[src/rtl/pipe_pkg.sv]
// Shared types for the EX/MEM and MEM/WB pipeline registers.
//   PIPE_DATA_W / PIPE_REG_W : default datapath and register-number widths.
//   ex_mem_t / mem_wb_t      : contents of each pipeline register.
//   BUBBLE_EX_MEM / _MEM_WB  : control-field values of an inserted bubble.
//   to_mem_wb()              : EX/MEM -> MEM/WB transfer with destination encoding.
package pipe_pkg;

    localparam int unsigned PIPE_DATA_W = 32;
    localparam int unsigned PIPE_REG_W  = 5;

    typedef struct packed {
        logic                   valid;
        logic                   regWrite;
        logic                   memRead;
        logic                   memWrite;
        logic [PIPE_REG_W-1:0]  rd;
        logic [PIPE_DATA_W-1:0] alu_result;
        logic [PIPE_DATA_W-1:0] store_data;
    } ex_mem_t;

    typedef struct packed {
        logic                   valid;
        logic                   regWrite;
        logic                   memToReg;
        logic [PIPE_REG_W-1:0]  rd;
        logic [PIPE_REG_W-1:0]  rt;
        logic [PIPE_DATA_W-1:0] alu_result;
        logic [PIPE_DATA_W-1:0] read_data;
    } mem_wb_t;

    // Data fields of these constants are overwritten with the held values by the user.
    localparam ex_mem_t BUBBLE_EX_MEM = '0;
    localparam mem_wb_t BUBBLE_MEM_WB = '0;

    // Loads carry their destination in rt, everything else in rd, so the forwarding
    // unit can never match both comparisons against one instruction.
    function automatic mem_wb_t to_mem_wb(ex_mem_t em, logic [PIPE_DATA_W-1:0] rdata);
        mem_wb_t wb;
        wb.valid      = em.valid;
        wb.regWrite   = em.regWrite;
        wb.memToReg   = em.memRead;
        wb.rd         = em.memRead ? '0 : em.rd;
        wb.rt         = em.memRead ? em.rd : '0;
        wb.alu_result = em.alu_result;
        wb.read_data  = rdata;
        return wb;
    endfunction

endpackage

[src/rtl/ex_mem_wb_pipe_if.sv]
// Bus between the EX stage / data memory / forwarding unit and ex_mem_wb_pipe.
//   master : upstream side (drives EX fields, mem_stall, flush, mem_read_data).
//   slave  : the pipeline registers (drive ex_hold, EX_MEM_*, MEM_WB_*).
// Optional macro EX_MEM_WB_PERF_EN adds perf_stall_cnt/perf_bubble_cnt/perf_retire_cnt.
interface ex_mem_wb_pipe_if #(
    parameter int unsigned DATA_W = 32,
    parameter int unsigned REG_W  = 5
);
    logic              ex_valid;
    logic              ex_regWrite;
    logic              ex_memRead;
    logic              ex_memWrite;
    logic [REG_W-1:0]  ex_rd;
    logic [REG_W-1:0]  ex_rt;
    logic [DATA_W-1:0] ex_alu_result;
    logic [DATA_W-1:0] ex_store_data;
    logic              mem_stall;
    logic              flush;
    logic [DATA_W-1:0] mem_read_data;

    logic              ex_hold;
    logic              EX_MEM_valid;
    logic              EX_MEM_regWrite;
    logic              EX_MEM_memRead;
    logic              EX_MEM_memWrite;
    logic [REG_W-1:0]  EX_MEM_rd;
    logic [DATA_W-1:0] EX_MEM_alu_result;
    logic [DATA_W-1:0] EX_MEM_store_data;
    logic              MEM_WB_valid;
    logic              MEM_WB_regWrite;
    logic              MEM_WB_memToReg;
    logic [REG_W-1:0]  MEM_WB_rd;
    logic [REG_W-1:0]  MEM_WB_rt;
    logic [DATA_W-1:0] MEM_WB_alu_result;
    logic [DATA_W-1:0] MEM_WB_read_data;
`ifdef EX_MEM_WB_PERF_EN
    logic [31:0]       perf_stall_cnt;
    logic [31:0]       perf_bubble_cnt;
    logic [31:0]       perf_retire_cnt;
`endif

    modport master (
        output ex_valid, ex_regWrite, ex_memRead, ex_memWrite, ex_rd, ex_rt,
               ex_alu_result, ex_store_data, mem_stall, flush, mem_read_data,
        input  ex_hold, EX_MEM_valid, EX_MEM_regWrite, EX_MEM_memRead, EX_MEM_memWrite,
               EX_MEM_rd, EX_MEM_alu_result, EX_MEM_store_data, MEM_WB_valid,
               MEM_WB_regWrite, MEM_WB_memToReg, MEM_WB_rd, MEM_WB_rt,
               MEM_WB_alu_result, MEM_WB_read_data
`ifdef EX_MEM_WB_PERF_EN
        , input perf_stall_cnt, perf_bubble_cnt, perf_retire_cnt
`endif
    );

    modport slave (
        input  ex_valid, ex_regWrite, ex_memRead, ex_memWrite, ex_rd, ex_rt,
               ex_alu_result, ex_store_data, mem_stall, flush, mem_read_data,
        output ex_hold, EX_MEM_valid, EX_MEM_regWrite, EX_MEM_memRead, EX_MEM_memWrite,
               EX_MEM_rd, EX_MEM_alu_result, EX_MEM_store_data, MEM_WB_valid,
               MEM_WB_regWrite, MEM_WB_memToReg, MEM_WB_rd, MEM_WB_rt,
               MEM_WB_alu_result, MEM_WB_read_data
`ifdef EX_MEM_WB_PERF_EN
        , output perf_stall_cnt, perf_bubble_cnt, perf_retire_cnt
`endif
    );

endinterface

[src/rtl/pipe_stage_reg.sv]
// Generic pipeline register.
//   clk, reset : rising-edge clock, synchronous active-high reset (clears to 0).
//   hold       : keep current contents (highest priority after reset).
//   bubble     : load bubble_val.
//   load       : load d.
//   q          : registered contents.
module pipe_stage_reg #(
    parameter type T = logic
) (
    input  logic clk,
    input  logic reset,
    input  logic load,
    input  logic hold,
    input  logic bubble,
    input  T     d,
    input  T     bubble_val,
    output T     q
);

    always_ff @(posedge clk) begin
        if (reset) begin
            q <= '0;
        end else if (!hold) begin
            if (bubble) begin
                q <= bubble_val;
            end else if (load) begin
                q <= d;
            end
        end
    end

endmodule

[src/rtl/ex_mem_wb_pipe.sv]
// EX/MEM and MEM/WB pipeline registers of the 5-stage MIPS core.
//   clk, reset : rising-edge clock, synchronous active-high reset.
//   bus        : ex_mem_wb_pipe_if.slave; EX inputs, mem_stall, flush, mem_read_data in;
//                ex_hold, EX_MEM_* and MEM_WB_* (forwarding-unit fields) out.
// Optional macro EX_MEM_WB_PERF_EN adds stall/bubble/retire counters on the bus.
// DATA_W/REG_W must match the pipe_pkg widths used by the register structs.
module ex_mem_wb_pipe
    import pipe_pkg::*;
#(
    parameter int unsigned DATA_W = pipe_pkg::PIPE_DATA_W,
    parameter int unsigned REG_W  = pipe_pkg::PIPE_REG_W
) (
    input logic             clk,
    input logic             reset,
    ex_mem_wb_pipe_if.slave bus
);

    ex_mem_t ex_mem_d, ex_mem_q, ex_mem_bubble;
    mem_wb_t mem_wb_d, mem_wb_q, mem_wb_bubble;
    logic    flush_pend_d, flush_pend_q;
    logic    squash_ex;

    // A flush seen during a stall targets the EX instruction that is still presented
    // after the stall, so it is remembered until the first non-stall edge.
    assign squash_ex = bus.flush | flush_pend_q;

    always_comb begin
        flush_pend_d = bus.mem_stall ? (flush_pend_q | bus.flush) : 1'b0;
    end

    always_ff @(posedge clk) begin
        if (reset) begin
            flush_pend_q <= 1'b0;
        end else begin
            flush_pend_q <= flush_pend_d;
        end
    end

    always_comb begin
        ex_mem_d            = BUBBLE_EX_MEM;
        ex_mem_d.valid      = bus.ex_valid;
        ex_mem_d.regWrite   = bus.ex_regWrite & bus.ex_valid;
        ex_mem_d.memRead    = bus.ex_memRead & bus.ex_valid;
        ex_mem_d.memWrite   = bus.ex_memWrite & bus.ex_valid;
        if (bus.ex_valid) begin
            ex_mem_d.rd = bus.ex_memRead ? bus.ex_rt : bus.ex_rd;
        end
        ex_mem_d.alu_result = bus.ex_alu_result;
        ex_mem_d.store_data = bus.ex_store_data;

        ex_mem_bubble            = BUBBLE_EX_MEM;
        ex_mem_bubble.alu_result = ex_mem_q.alu_result;
        ex_mem_bubble.store_data = ex_mem_q.store_data;
    end

    always_comb begin
        mem_wb_d = to_mem_wb(ex_mem_q, bus.mem_read_data);

        mem_wb_bubble            = BUBBLE_MEM_WB;
        mem_wb_bubble.alu_result = mem_wb_q.alu_result;
        mem_wb_bubble.read_data  = mem_wb_q.read_data;
    end

    pipe_stage_reg #(
        .T (ex_mem_t)
    ) u_ex_mem (
        .clk        (clk),
        .reset      (reset),
        .load       (1'b1),
        .hold       (bus.mem_stall),
        .bubble     (squash_ex),
        .d          (ex_mem_d),
        .bubble_val (ex_mem_bubble),
        .q          (ex_mem_q)
    );

    // While MEM is stalled, WB gets bubbles so the held instruction retires only once.
    pipe_stage_reg #(
        .T (mem_wb_t)
    ) u_mem_wb (
        .clk        (clk),
        .reset      (reset),
        .load       (1'b1),
        .hold       (1'b0),
        .bubble     (bus.mem_stall),
        .d          (mem_wb_d),
        .bubble_val (mem_wb_bubble),
        .q          (mem_wb_q)
    );

    assign bus.ex_hold           = bus.mem_stall;
    assign bus.EX_MEM_valid      = ex_mem_q.valid;
    assign bus.EX_MEM_regWrite   = ex_mem_q.regWrite;
    assign bus.EX_MEM_memRead    = ex_mem_q.memRead;
    assign bus.EX_MEM_memWrite   = ex_mem_q.memWrite;
    assign bus.EX_MEM_rd         = ex_mem_q.rd;
    assign bus.EX_MEM_alu_result = ex_mem_q.alu_result;
    assign bus.EX_MEM_store_data = ex_mem_q.store_data;
    assign bus.MEM_WB_valid      = mem_wb_q.valid;
    assign bus.MEM_WB_regWrite   = mem_wb_q.regWrite;
    assign bus.MEM_WB_memToReg   = mem_wb_q.memToReg;
    assign bus.MEM_WB_rd         = mem_wb_q.rd;
    assign bus.MEM_WB_rt         = mem_wb_q.rt;
    assign bus.MEM_WB_alu_result = mem_wb_q.alu_result;
    assign bus.MEM_WB_read_data  = mem_wb_q.read_data;

`ifdef EX_MEM_WB_PERF_EN
    logic [31:0] perf_stall_q, perf_bubble_q, perf_retire_q;

    always_ff @(posedge clk) begin
        if (reset) begin
            perf_stall_q  <= '0;
            perf_bubble_q <= '0;
            perf_retire_q <= '0;
        end else if (bus.mem_stall) begin
            perf_stall_q  <= perf_stall_q + 32'd1;
            perf_bubble_q <= perf_bubble_q + 32'd1;
        end else if (ex_mem_q.valid) begin
            perf_retire_q <= perf_retire_q + 32'd1;
        end
    end

    assign bus.perf_stall_cnt  = perf_stall_q;
    assign bus.perf_bubble_cnt = perf_bubble_q;
    assign bus.perf_retire_cnt = perf_retire_q;
`endif

endmodule

[src/flat_wrapper.sv]
// flat-port wrapper written by rule: the top's interface ports become plain ports
module ex_mem_wb_pipe_flat import pipe_pkg::*;
#(
    parameter int unsigned DATA_W = pipe_pkg::PIPE_DATA_W,
    parameter int unsigned REG_W  = pipe_pkg::PIPE_REG_W
)
  (clk, reset, bus_ex_valid, bus_ex_regWrite, bus_ex_memRead, bus_ex_memWrite, bus_ex_rd, bus_ex_rt, bus_ex_alu_result, bus_ex_store_data, bus_mem_stall, bus_flush, bus_mem_read_data, bus_ex_hold, bus_EX_MEM_valid, bus_EX_MEM_regWrite, bus_EX_MEM_memRead, bus_EX_MEM_memWrite, bus_EX_MEM_rd, bus_EX_MEM_alu_result, bus_EX_MEM_store_data, bus_MEM_WB_valid, bus_MEM_WB_regWrite, bus_MEM_WB_memToReg, bus_MEM_WB_rd, bus_MEM_WB_rt, bus_MEM_WB_alu_result, bus_MEM_WB_read_data);
  ex_mem_wb_pipe_if #(.DATA_W(DATA_W), .REG_W(REG_W)) bus_i ();
  input logic clk;
  input logic reset;
  input wire logic [$bits(bus_i.ex_valid)-1:0] bus_ex_valid;
  input wire logic [$bits(bus_i.ex_regWrite)-1:0] bus_ex_regWrite;
  input wire logic [$bits(bus_i.ex_memRead)-1:0] bus_ex_memRead;
  input wire logic [$bits(bus_i.ex_memWrite)-1:0] bus_ex_memWrite;
  input wire logic [$bits(bus_i.ex_rd)-1:0] bus_ex_rd;
  input wire logic [$bits(bus_i.ex_rt)-1:0] bus_ex_rt;
  input wire logic [$bits(bus_i.ex_alu_result)-1:0] bus_ex_alu_result;
  input wire logic [$bits(bus_i.ex_store_data)-1:0] bus_ex_store_data;
  input wire logic [$bits(bus_i.mem_stall)-1:0] bus_mem_stall;
  input wire logic [$bits(bus_i.flush)-1:0] bus_flush;
  input wire logic [$bits(bus_i.mem_read_data)-1:0] bus_mem_read_data;
  output wire logic [$bits(bus_i.ex_hold)-1:0] bus_ex_hold;
  output wire logic [$bits(bus_i.EX_MEM_valid)-1:0] bus_EX_MEM_valid;
  output wire logic [$bits(bus_i.EX_MEM_regWrite)-1:0] bus_EX_MEM_regWrite;
  output wire logic [$bits(bus_i.EX_MEM_memRead)-1:0] bus_EX_MEM_memRead;
  output wire logic [$bits(bus_i.EX_MEM_memWrite)-1:0] bus_EX_MEM_memWrite;
  output wire logic [$bits(bus_i.EX_MEM_rd)-1:0] bus_EX_MEM_rd;
  output wire logic [$bits(bus_i.EX_MEM_alu_result)-1:0] bus_EX_MEM_alu_result;
  output wire logic [$bits(bus_i.EX_MEM_store_data)-1:0] bus_EX_MEM_store_data;
  output wire logic [$bits(bus_i.MEM_WB_valid)-1:0] bus_MEM_WB_valid;
  output wire logic [$bits(bus_i.MEM_WB_regWrite)-1:0] bus_MEM_WB_regWrite;
  output wire logic [$bits(bus_i.MEM_WB_memToReg)-1:0] bus_MEM_WB_memToReg;
  output wire logic [$bits(bus_i.MEM_WB_rd)-1:0] bus_MEM_WB_rd;
  output wire logic [$bits(bus_i.MEM_WB_rt)-1:0] bus_MEM_WB_rt;
  output wire logic [$bits(bus_i.MEM_WB_alu_result)-1:0] bus_MEM_WB_alu_result;
  output wire logic [$bits(bus_i.MEM_WB_read_data)-1:0] bus_MEM_WB_read_data;
  assign bus_i.ex_valid = bus_ex_valid;
  assign bus_i.ex_regWrite = bus_ex_regWrite;
  assign bus_i.ex_memRead = bus_ex_memRead;
  assign bus_i.ex_memWrite = bus_ex_memWrite;
  assign bus_i.ex_rd = bus_ex_rd;
  assign bus_i.ex_rt = bus_ex_rt;
  assign bus_i.ex_alu_result = bus_ex_alu_result;
  assign bus_i.ex_store_data = bus_ex_store_data;
  assign bus_i.mem_stall = bus_mem_stall;
  assign bus_i.flush = bus_flush;
  assign bus_i.mem_read_data = bus_mem_read_data;
  assign bus_ex_hold = bus_i.ex_hold;
  assign bus_EX_MEM_valid = bus_i.EX_MEM_valid;
  assign bus_EX_MEM_regWrite = bus_i.EX_MEM_regWrite;
  assign bus_EX_MEM_memRead = bus_i.EX_MEM_memRead;
  assign bus_EX_MEM_memWrite = bus_i.EX_MEM_memWrite;
  assign bus_EX_MEM_rd = bus_i.EX_MEM_rd;
  assign bus_EX_MEM_alu_result = bus_i.EX_MEM_alu_result;
  assign bus_EX_MEM_store_data = bus_i.EX_MEM_store_data;
  assign bus_MEM_WB_valid = bus_i.MEM_WB_valid;
  assign bus_MEM_WB_regWrite = bus_i.MEM_WB_regWrite;
  assign bus_MEM_WB_memToReg = bus_i.MEM_WB_memToReg;
  assign bus_MEM_WB_rd = bus_i.MEM_WB_rd;
  assign bus_MEM_WB_rt = bus_i.MEM_WB_rt;
  assign bus_MEM_WB_alu_result = bus_i.MEM_WB_alu_result;
  assign bus_MEM_WB_read_data = bus_i.MEM_WB_read_data;
  ex_mem_wb_pipe #(.DATA_W(DATA_W), .REG_W(REG_W)) u_core (.clk(clk), .reset(reset), .bus(bus_i));
endmodule
[config.mk]
export PLATFORM = sky130hd
export DESIGN_NAME = ex_mem_wb_pipe_flat
export DESIGN_NICKNAME = d
export VERILOG_FILES = /design/src/rtl/pipe_pkg.sv /design/src/rtl/ex_mem_wb_pipe_if.sv /design/src/rtl/pipe_stage_reg.sv /design/src/rtl/ex_mem_wb_pipe.sv /design/src/flat_wrapper.sv
export SDC_FILE = /design/constraint.sdc
export NUM_CORES = 1
export LEC_CHECK = 0
export ABC_CLOCK_PERIOD_IN_PS = 1500
export CAP_MARGIN = 15
export CORE_MARGIN = 2
export CORE_UTILIZATION = 60
export CTS_BUF_LIST = sky130_fd_sc_hd__clkbuf_2 sky130_fd_sc_hd__clkbuf_4 sky130_fd_sc_hd__clkbuf_8
export DETAILED_ROUTE_END_ITERATION = 16
export DONT_BUFFER_PORTS = 1
export PLACE_DENSITY_LB_ADDON = 0.3
export SETUP_SLACK_MARGIN = 0.4
export SYNTH_ARGS = -nofsm -noshare
export SYNTH_HDL_FRONTEND = slang
export SYNTH_SLANG_ARGS = --single-unit
export TNS_END_PERCENT = 1
[constraint.sdc]
create_clock -name clk -period 1.5 [get_ports clk]
set_input_delay 0.3 -clock clk [delete_from_list [all_inputs] [get_ports clk]]
set_output_delay 0.3 -clock clk [all_outputs]
set_load 0.005 [all_outputs]
==> flow_summary_export.csv, run 1 <==
group,metric,value,unit
power_and_ir_drop,power.share.sequential,57.1,%
clock_tree,max-clock-path-buffers,2,
detailed_routing,wirelength,13.6,mm
floorplanning,initial_core_util,61.6,%
clock_tree,path_clk_slew,0.08,ns
synth,synth-async-reset-ratio,0,%
synth,synth_cell_types,20,
detailed_routing,num_vias,4306,
layout,number_of_nets_in_the_layout,654,
layout,final-seq-area,3030,µm²
power_and_ir_drop,p_sw_share,25.3,%
layout,finalInstanceArea,6500,µm²
place,inst_count_dp,641,
timing,worst-slew-pin-transition,0.658,ns
synth,yosys.cell_count.top_type,"sky130_fd_sc_hd__dfxtp_1",
clock_tree,h-tree-depth,4,
synth,synth-edff-count,0,
worst_setup_path,arrival_time_reported_for_the_critical_path_endpoint,1.59,ns
global_route,via_count_of_the_first_global_routing_pass,3931,
place,place_area,5850,µm²
synth,postSynthNetCount,685,
detailed_routing,wl_per_cell,19.8,µm
timing,worst_hold_check_slack,-0.0824,ns
floorplanning,io_pins,265,
detailed_routing,post-route-drc-count,0,
timing,totalNegativeSetupSlack,0,ns
synth,synth_warnings,0,
synth,yosysSeqAreaShare,50.4,%
hold_path,worst_hold_path_type,"primary input to register",
floorplanning,die_h,104,µm
worst_setup_path,timing.critical_path.from_type,"register",
layout,synthToLayoutAreaGrowth,8.41,%
floorplanning,design.core.area,9730,µm²
power_and_ir_drop,max-vdd-ir-drop,0.000544,V
place,routability_driven_placement_congestion_ratio,0.864,
place,post-place-ws,0.191,ns
synth,synthesis.area_per_instance,10.5,µm²
timing,min_period_over_period,84.3,%
clock_tree,tritoncts_clock_tree,"built",
global_route,antenna_found_initial,3,
place,detailedPlacementHpwl,8.50,mm
timing,fmax,791,MHz
power_and_ir_drop,report.power.total,7.56,mW
clock_tree,clock_sink_count,151,
detailed_routing,postRouteAntennaNets,0,
detailed_routing,drt_first_pass_iters,4,
global_route,grt_remaining_overflow,0,
power_and_ir_drop,internal-power,5.65,mW
place,placement.io_buffers,0,
synth,post_synth_inst_count,571,
power_and_ir_drop,clkPwrFrac,37.3,%
floorplanning,chipWidth,104,µm
worst_setup_path,critPathMaxFanout,21,
global_route,globalRouteTotalUtil,23.5,%
clock_tree,cts_root_buffer,"sky130_fd_sc_hd__clkbuf_8",
synth,yosys.area.top_type,"sky130_fd_sc_hd__dfxtp_1",
floorplanning,die-area,10800,µm²
worst_setup_path,cp-end-kind,"register",
timing,worst_slew_margin_rel,56.0,%
timing,timing.final.max_slew_violations,0,
power_and_ir_drop,pwr_density_cell,1160,nW/µm²
layout,share_of_post_route_cells_with_drive_strength_above_1,13.6,%
timing,rsz0062_at_grt,"true",
floorplanning,rows,36,
layout,fillerInstances,776,
power_and_ir_drop,p_leak,2.48,nW
outcome,violations,"hold timing",
detailed_routing,detail_route.vias_per_cell,6.26,
layout,finalNonFillerCells,688,
worst_setup_path,timing.critical_path.required,1.83,ns
synth,synth.ff_latch_count,151,
synth,yosys_most_used_dff,"sky130_fd_sc_hd__dfxtp_1",
worst_setup_path,type_of_the_worst_setup_path,"register to register",
layout,multi_input_comb_area,2710,µm²
synth,netlist_top_cells_count,"sky130_fd_sc_hd__dfxtp_1, sky130_fd_sc_hd__nor2_1",
timing,setup-violations-final,0,
timing,final_worst_setup_slack,0.235,ns
synth,synth_largest_type_area_fraction,50.4,%
synth,syn_area,6000,µm²
global_route,grt_pass1_wl,20.6,mm
clock_tree,cts-buffers-inserted,17,
timing,fin_crit,1.26,ns
power_and_ir_drop,power_frac_comb,5.6,%
power_and_ir_drop,power_switching,1.91,mW
synth,synth_area_leaders,"sky130_fd_sc_hd__dfxtp_1, sky130_fd_sc_hd__mux2i_1, sky130_fd_sc_hd__or4b_1",
timing,worst_clock_skew,0.00992,ns
clock_tree,worstSkewPairLatency,0.44,ns
detailed_routing,drt_first_iter_violations,274,
outcome,outcome,"finished with violations",
timing,timing.final.hold_violations,29,
run,max-cap-violations,0,
global_route,grt_max_degree,198,
worst max-delay path, stage by stage, from the launching register on:
cell	delay, ns
sky130_fd_sc_hd__dfxtp_4	0.40
sky130_fd_sc_hd__buf_4	0.14
sky130_fd_sc_hd__bufbuf_16	0.29
sky130_fd_sc_hd__o31ai_1	0.21
sky130_fd_sc_hd__a21oi_1	0.09
through the flow:
stage	utilization (%)	hold WS (ns)
final	66.8	-0.0824
after global routing	66.8	-0.106
after CTS	64.8	-0.0998
after detailed placement	60.1	0.383
after global placement	60.1	0.381
after floorplan	-	0.444
what timing repair did:
item	in CTS	in global routing
hold endpoints to repair	137	129
setup buffers	2	3
gates resized for setup	2	27
endpoints found under the setup margin	217	224
cloned	1	1
hold buffers	4	2
pin swaps	0	1
cell usage in the layout, fill, tap and decap left out, drive strengths merged:
cell type    synthesis  final
mux2i               64     64
nor4                 1      1
nor2b                1      1
a22o                 1      1
diode                0      2
and3                 5      5
dfxtp              151    151
a32o                 8      8
nor3                 1      1
o21a                 1      1
clkinvlp             0      2
dlygate4sd3          0      6
and2                 8      8
nor2                65     65
clkinv               0      4
mux2                 5      5
o31ai               64     64
a21oi               64     64
buf                 40     10
bufbuf               0      1
or4b                64     64
inv                  0      8
clkbuf              28     19
layout make-up:
class                      instances  area share [%]
antenna                            2          0.0770
multi-input combinational        352            41.7
clock inverter                    14            1.73
timing repair buffer              18            3.52
sequential                       151            46.6
tap                              133            2.56
clock buffer                      18            3.81
cells by family (layout without fill, tap and decap cells):
group                  Yosys count  count (layout)  synth area share, %
other                            0               2                    0
and+or+nand+nor                145             145                 16.7
buffers and inverters           68              50                 6.34
DFF                            151             151                 50.4
AOI/OAI and AO/OA              138             138                 15.0
muxes                           69              69                 11.6
power by group through the flow:
| stage | combinational [mW] | sequential [mW] | clock (mW) |
|---|---|---|---|
| floorplan | 0.520 | 4.36 | 0 |
| global placement | 0.336 | 4.41 | 0 |
| detailed placement | 0.358 | 4.41 | 0 |
| CTS | 0.389 | 4.31 | 2.87 |
| global route | 0.469 | 4.34 | 3.04 |
| finish | 0.423 | 4.32 | 2.82 |
final timing paths:
check | cells past startpoint | startpoint | to | slack [ns]
worst min-delay path | 1 | reset | u_core.u_ex_mem.q[3] | -0.08
worst max-delay path | 4 | u_core.flush_pend_q | u_core.u_ex_mem.q[53] | 0.24
worst min register to register | 2 | u_core.u_ex_mem.q[4] | u_core.u_ex_mem.q[4] | 0.49
worst max register to register | 4 | u_core.flush_pend_q | u_core.u_ex_mem.q[53] | 0.24
per-layer routing:
layer,part of all wire [%],global-route usage (%)
met1,39,26.0
met2,49,39.1
met3,9.4,11.5
met4,2.2,8.69
met5,0.081,0
state kept, by name, summed over array words and instances, names as in the netlist:
register,flops
u_core.flush_pend_q,1
u_core.u_ex_mem.q,73
u_core.u_mem_wb.q,77
No activity file was read; power rests on OpenSTA's default activity.
==> run 2, diff against run 1 <==
ABC_CLOCK_PERIOD_IN_PS = 1300   (was 1500)
clock period = 1.3 ns   (was 1.5 ns; I/O delays follow)
==> run 2 against run 1 <==
The run still ends with hold timing left. Combinational power up 14%. First-iteration DRC count is 3.3% lower. Sequential power grew 15%. Critical path type unchanged.
==> flow_summary_export.csv, run 2 (synthesized netlist as in run 1, its figures left out) <==
group,metric,value,unit
worst_setup_path,timing.critical_path.from_type,"register",
layout,number_of_nets_in_the_layout,652,
worst_setup_path,critPathMaxFanout,24,
detailed_routing,drt_first_pass_iters,5,
global_route,grt-busiest-layer,"met2",
worst_setup_path,timing.critical_path.required,1.67,ns
power_and_ir_drop,pwr_density_cell,1440,nW/µm²
clock_tree,h-tree-depth,4,
global_route,grt_max_degree,198,
timing,rsz0062_at_grt,"true",
place,routability_driven_placement_congestion_ratio,0.838,
floorplanning,die-area,10800,µm²
clock_tree,tritoncts_clock_tree,"built",
layout,mostFrequentLayoutCells,"sky130_fd_sc_hd__dfxtp_1, sky130_fd_sc_hd__nor2_1, sky130_fd_sc_hd__mux2i_1, sky130_fd_sc_hd__o31ai_1, sky130_fd_sc_hd__or4b_1",
power_and_ir_drop,report.power.total,9.43,mW
timing,timing.final.max_slew_violations,0,
floorplanning,chipWidth,104,µm
timing,worst_clock_skew,0.0109,ns
timing,worst_hold_check_slack,-0.0936,ns
global_route,grt_remaining_overflow,0,
floorplanning,die_h,104,µm
clock_tree,cts_root_buffer,"sky130_fd_sc_hd__clkbuf_8",
timing,worst-slew-pin-transition,0.375,ns
floorplanning,io_pins,265,
clock_tree,cts-buffers-inserted,17,
run,max-cap-violations,0,
power_and_ir_drop,max-vdd-ir-drop,0.000823,V
global_route,groute.layer.met2.usage,38.6,%
global_route,antenna_found_initial,0,
place,placement.io_buffers,0,
layout,share_of_post_route_cells_with_drive_strength_above_1,13.2,%
layout,synthToLayoutAreaGrowth,8.87,%
worst_setup_path,type_of_the_worst_setup_path,"register to register",
clock_tree,worstSkewPairLatency,0.44,ns
layout,finalInstanceArea,6530,µm²
layout,layout.cells.most_common,"sky130_fd_sc_hd__dfxtp_1",
clock_tree,path_clk_slew,0.09,ns
layout,antenna-diode-count,0,
detailed_routing,num_vias,4331,
layout,max_flop_register,"u_core.u_mem_wb.q",
detailed_routing,wl_per_cell,19.5,µm
hold_path,worst_hold_path_type,"primary input to register",
place,detailedPlacementHpwl,8.30,mm
timing,timing.final.hold_violations,124,
global_route,globalRouteTotalUtil,23.4,%
global_route,via_count_of_the_first_global_routing_pass,4064,
detailed_routing,post-route-drc-count,0,
timing,setup-violations-final,0,
detailed_routing,wirelength,13.3,mm
outcome,outcome,"finished with violations",
timing,fin_crit,1.26,ns
timing,final_worst_setup_slack,0.0404,ns
clock_tree,max-clock-path-buffers,2,
floorplanning,initial_core_util,61.6,%
detailed_routing,postRouteAntennaNets,0,
outcome,violations,"hold timing",
global_route,grt_met1_use,25.2,%
clock_tree,clock_sink_count,151,
layout,number_of_flip_flops_in_the_largest_register,77,
place,post-place-ws,0.0413,ns
place,place_area,5870,µm²
floorplanning,design.core.area,9730,µm²
timing,fmax,794,MHz
floorplanning,rows,36,
worst_setup_path,cp-end-kind,"register",
layout,top_regs,"u_core.u_mem_wb.q: 77 flops, u_core.u_ex_mem.q: 73 flops, u_core.flush_pend_q: 1 flops",
power_and_ir_drop,p_leak,2.53,nW
worst_setup_path,arrival_time_reported_for_the_critical_path_endpoint,1.63,ns
timing,worst_slew_margin_rel,74.8,%
timing,min_period_over_period,96.9,%
layout,finished_core_util,67.1,%
clock_tree,cts.hold.buffers_added,4,
global_route,grt_pass1_wl,20.6,mm
global_route,global_route.usage.met3,11.0,%
detailed_routing,drt_first_iter_violations,265,
detailed_routing,detail_route.vias_per_cell,6.33,
==> run 2: changes by cell type in the layout (fill, tap and decap cells not counted), moves of 4 or more <==
cell,previous run,this run
sky130_fd_sc_hd__o31ai_1,52,64
sky130_fd_sc_hd__or4b_1,63,55
sky130_fd_sc_hd__or4b_4,1,9
sky130_fd_sc_hd__bufinv_16,0,4
sky130_fd_sc_hd__o31ai_2,10,0
sky130_fd_sc_hd__inv_6,6,2
==> run 2: cell type report <==
| cell class | instances | area, µm² |
|---|---|---|
| fillers | 733 | 3200 |
| flip-flops and latches | 151 | 3030 |
| multi-input cells | 352 | 2680 |
| clock buffers | 19 | 262 |
| repair buffers | 16 | 205 |
| clock inverters | 13 | 193 |
| well taps | 133 | 166 |
==> run 2: repair_timing <==
action / 4_1_cts / 5_1_grt
pin swaps: 0 / 1
endpoints found under the setup margin: 226 / 228
endpoints found under the hold margin: 138 / 129
gates resized for setup: 1 / 25
setup buffers: 0 / 2
cloned: 0 / 2
==> run 2: report_power, final <==
part           internal [mW]  switching (mW)  leakage [nW]
logic                  0.292           0.190          1.07
clock network           2.22            1.75         0.229
registers               4.81           0.169          1.23
total                   7.32            2.11          2.53
==> run 2: per-stage QoR <==
| stage | std cells | TNS (ns) |
|---|---|---|
| global placement | 644 | 0 |
| detailed placement | 644 | 0 |
| floorplan | 571 | 0 |
| CTS | 680 | 0 |
| global route | 684 | -0.0220 |
| finish | 684 | 0 |
==> run 2: worst paths after layout <==
kind / start / slack [ns] / endpoint / cells after the start
min reg2reg: u_core.u_ex_mem.q[29] / 0.49 / u_core.u_ex_mem.q[29] / 2
min: reset / -0.09 / u_core.u_ex_mem.q[31] / 1
max reg2reg: u_core.flush_pend_q / 0.04 / u_core.u_ex_mem.q[47] / 3
max: u_core.flush_pend_q / 0.04 / u_core.u_ex_mem.q[47] / 3
==> run 2: metal layers <==
metal / vias up / wire length [µm]
met5: - / 0
met4: 0 / 339
met3: 32 / 1300
met2: 203 / 6560
met1: 2031 / 5130
li1: 2065 / -
==> run 2: worst max-delay path: stages (launching register included) <==
cell and delay (ns):
sky130_fd_sc_hd__dfxtp_4 0.40, sky130_fd_sc_hd__buf_12 0.16, sky130_fd_sc_hd__or4b_1 0.48, sky130_fd_sc_hd__a21oi_2 0.13
==> run 3, diff against run 2 <==
ABC_CLOCK_PERIOD_IN_PS = 1200   (was 1300)
clock period = 1.2 ns   (was 1.3 ns; I/O delays follow)
==> run 3 against run 2 <==
The run ends with hold timing, setup timing left. Cell count increased by 0.15%. Sequential share of layout area increased by 0.34 points. Core utilization increased by 1.9 points. Worst setup slack got worse by 0.11 ns. Critical endpoint unchanged. Clock skew increased by 0.0027 ns. Register-to-register slack got worse by 0.11 ns.
==> flow_summary_export.csv, run 3 (synthesized netlist as in run 1, its figures left out) <==
group,metric,value,unit
outcome,outcome,"finished with violations",
outcome,violations,"hold timing, setup timing",
layout,max_flop_register,"u_core.u_mem_wb.q",
worst_setup_path,timing.critical_path.required,1.58,ns
layout,top_regs,"u_core.u_mem_wb.q: 77 flops, u_core.u_ex_mem.q: 73 flops, u_core.flush_pend_q: 1 flops",
global_route,via_count_of_the_first_global_routing_pass,4122,
layout,final-seq-area,3140,µm²
clock_tree,tritoncts_clock_tree,"built",
timing,final_worst_setup_slack,-0.0714,ns
timing,worst_clock_skew,0.0136,ns
place,inst_count_dp,646,
place,detailedPlacementHpwl,8.53,mm
detailed_routing,num_vias,4371,
hold_path,worst_hold_path_type,"primary input to register",
floorplanning,io_pins,265,
timing,fmax,787,MHz
worst_setup_path,arrival_time_reported_for_the_critical_path_endpoint,1.65,ns
global_route,grt_max_degree,198,
layout,layout.cells.most_common,"sky130_fd_sc_hd__dfxtp_2",
global_route,grt_remaining_overflow,0,
layout,finalInstanceArea,6720,µm²
layout,finalNonFillerCells,685,
worst_setup_path,critPathCapture,"u_core.u_ex_mem.q[47]",
floorplanning,chipWidth,104,µm
floorplanning,initial_core_util,61.6,%
power_and_ir_drop,clkPwrFrac,38.7,%
worst_setup_path,timing.critical_path.from_type,"register",
clock_tree,worstSkewPairLatency,0.45,ns
clock_tree,cts.hold.buffers_added,4,
floorplanning,die-area,10800,µm²
layout,fillerInstances,739,
run,max-cap-violations,0,
timing,worst_slew_margin_rel,73.3,%
layout,synthToLayoutAreaGrowth,12.0,%
power_and_ir_drop,p_sw_share,24.3,%
timing,worst_hold_check_slack,-0.147,ns
worst_setup_path,worst-r2r-cell-count,3,
worst_setup_path,ff2ff_setup_slack,-0.07,ns
layout,share_of_post_route_cells_with_drive_strength_above_1,35.2,%
timing,setup-violations-final,64,
timing,min_period_over_period,106,%
hold_path,worstHoldStart,"reset",
power_and_ir_drop,pwr_density_cell,1450,nW/µm²
power_and_ir_drop,power_frac_comb,5.9,%
layout,number_of_nets_in_the_layout,652,
clock_tree,path_clk_slew,0.09,ns
detailed_routing,wirelength,14.5,mm
global_route,antenna_found_initial,2,
layout,number_of_flip_flops_in_the_largest_register,77,
global_route,grt_pass1_wl,22.3,mm
worst_setup_path,critPathMaxFanout,34,
detailed_routing,post-route-drc-count,0,
place,place_area,5890,µm²
layout,mostFrequentLayoutCells,"sky130_fd_sc_hd__dfxtp_2, sky130_fd_sc_hd__nor2_1, sky130_fd_sc_hd__mux2i_1, sky130_fd_sc_hd__dfxtp_1, sky130_fd_sc_hd__o31ai_1",
timing,worst-slew-pin-transition,0.399,ns
worst_setup_path,startpoint,"u_core.flush_pend_q",
timing,rsz0062_at_grt,"true",
power_and_ir_drop,p_leak,2.55,nW
clock_tree,post-cts-setup-buffers,0,
detailed_routing,drt_first_iter_violations,243,
timing,fin_crit,1.27,ns
clock_tree,h-tree-depth,4,
place,post-place-ws,-0.0563,ns
detailed_routing,postRouteAntennaNets,0,
clock_tree,cts_root_buffer,"sky130_fd_sc_hd__clkbuf_8",
layout,finished_core_util,69.0,%
detailed_routing,wl_per_cell,21.2,µm
place,routability_driven_placement_congestion_ratio,0.841,
worst_setup_path,rr_startpoint,"u_core.flush_pend_q",
power_and_ir_drop,power_switching,2.37,mW
clock_tree,cts-buffers-inserted,17,
timing,timing.final.hold_violations,129,
worst_setup_path,type_of_the_worst_setup_path,"register to register",
floorplanning,design.core.area,9730,µm²
detailed_routing,drt_first_pass_iters,6,
timing,timing.final.max_slew_violations,0,
worst_setup_path,worstReg2RegEnd,"u_core.u_ex_mem.q[47]",
worst_setup_path,cp-end-kind,"register",
global_route,globalRouteTotalUtil,25.6,%
detailed_routing,detail_route.vias_per_cell,6.38,
power_and_ir_drop,internal-power,7.39,mW
floorplanning,rows,36,
layout,multi_input_comb_area,2810,µm²
power_and_ir_drop,max-vdd-ir-drop,0.000687,V
place,placement.io_buffers,0,
clock_tree,max-clock-path-buffers,2,
power_and_ir_drop,power.share.sequential,55.5,%
floorplanning,die_h,104,µm
clock_tree,clock_sink_count,151,
[run 3: worst max-delay path, cell delays in order, from the launching register on]
cell	delay, ns
sky130_fd_sc_hd__dfxtp_4	0.40
sky130_fd_sc_hd__buf_16	0.17
sky130_fd_sc_hd__or4b_1	0.50
sky130_fd_sc_hd__a21oi_2	0.13
[run 3: worst min-delay path by stage]
| stage | endpoint | slack, ns | depth (start not counted) |
|---|---|---|---|
| after floorplan | u_core.u_mem_wb.q[0] | 0.38 | 2 |
| after global placement | u_core.u_ex_mem.q[3] | 0.32 | 1 |
| after detailed placement | u_core.u_ex_mem.q[31] | 0.32 | 1 |
| after CTS | u_core.u_ex_mem.q[3] | -0.16 | 1 |
| after global routing | u_core.u_ex_mem.q[31] | -0.18 | 1 |
| final | u_core.u_ex_mem.q[1] | -0.15 | 1 |
[run 3: stage by stage]
step,TNS [ns],power [mW]
floorplan,-0.361,6.10
global placement,-0.0482,5.94
detailed placement,-1.20,5.97
CTS,-2.14,9.73
global route,-5.33,10.1
finish,-2.37,9.76
[run 3: final cells by class]
| class | instances | area share, % |
|---|---|---|
| sequential | 151 | 46.7 |
| multi-input combinational | 352 | 41.8 |
| clock buffer | 20 | 4.10 |
| timing repair buffer | 16 | 3.09 |
| tap | 133 | 2.48 |
| clock inverter | 12 | 1.75 |
| antenna | 1 | 0.0373 |
[run 3: power by group through the flow]
| stage | logic [mW] | clock network, mW | registers, mW |
|---|---|---|---|
| after detailed placement | 0.467 | 0 | 5.51 |
| final | 0.572 | 3.78 | 5.41 |
| after global placement | 0.439 | 0 | 5.50 |
| after CTS | 0.504 | 3.81 | 5.41 |
| after global routing | 0.629 | 4.05 | 5.44 |
| after floorplan | 0.651 | 0 | 5.45 |
[run 3: timing repair]
action / CTS / global route
gates cloned: 1 / 1
hold endpoints to repair: 142 / 132
resized for setup: 97 / 51
endpoints found under the setup margin: 229 / 229
pin swaps: 10 / 0
[run 3: per-layer routing]
layer  track usage (%)  up-vias  routed length (µm)
met1              28.8     2065                5560
met5                 0        -                  13
met2              42.0      216                7250
met4              11.3        2                 401
met3              11.3       37                1320
li1                  -     2051                   -
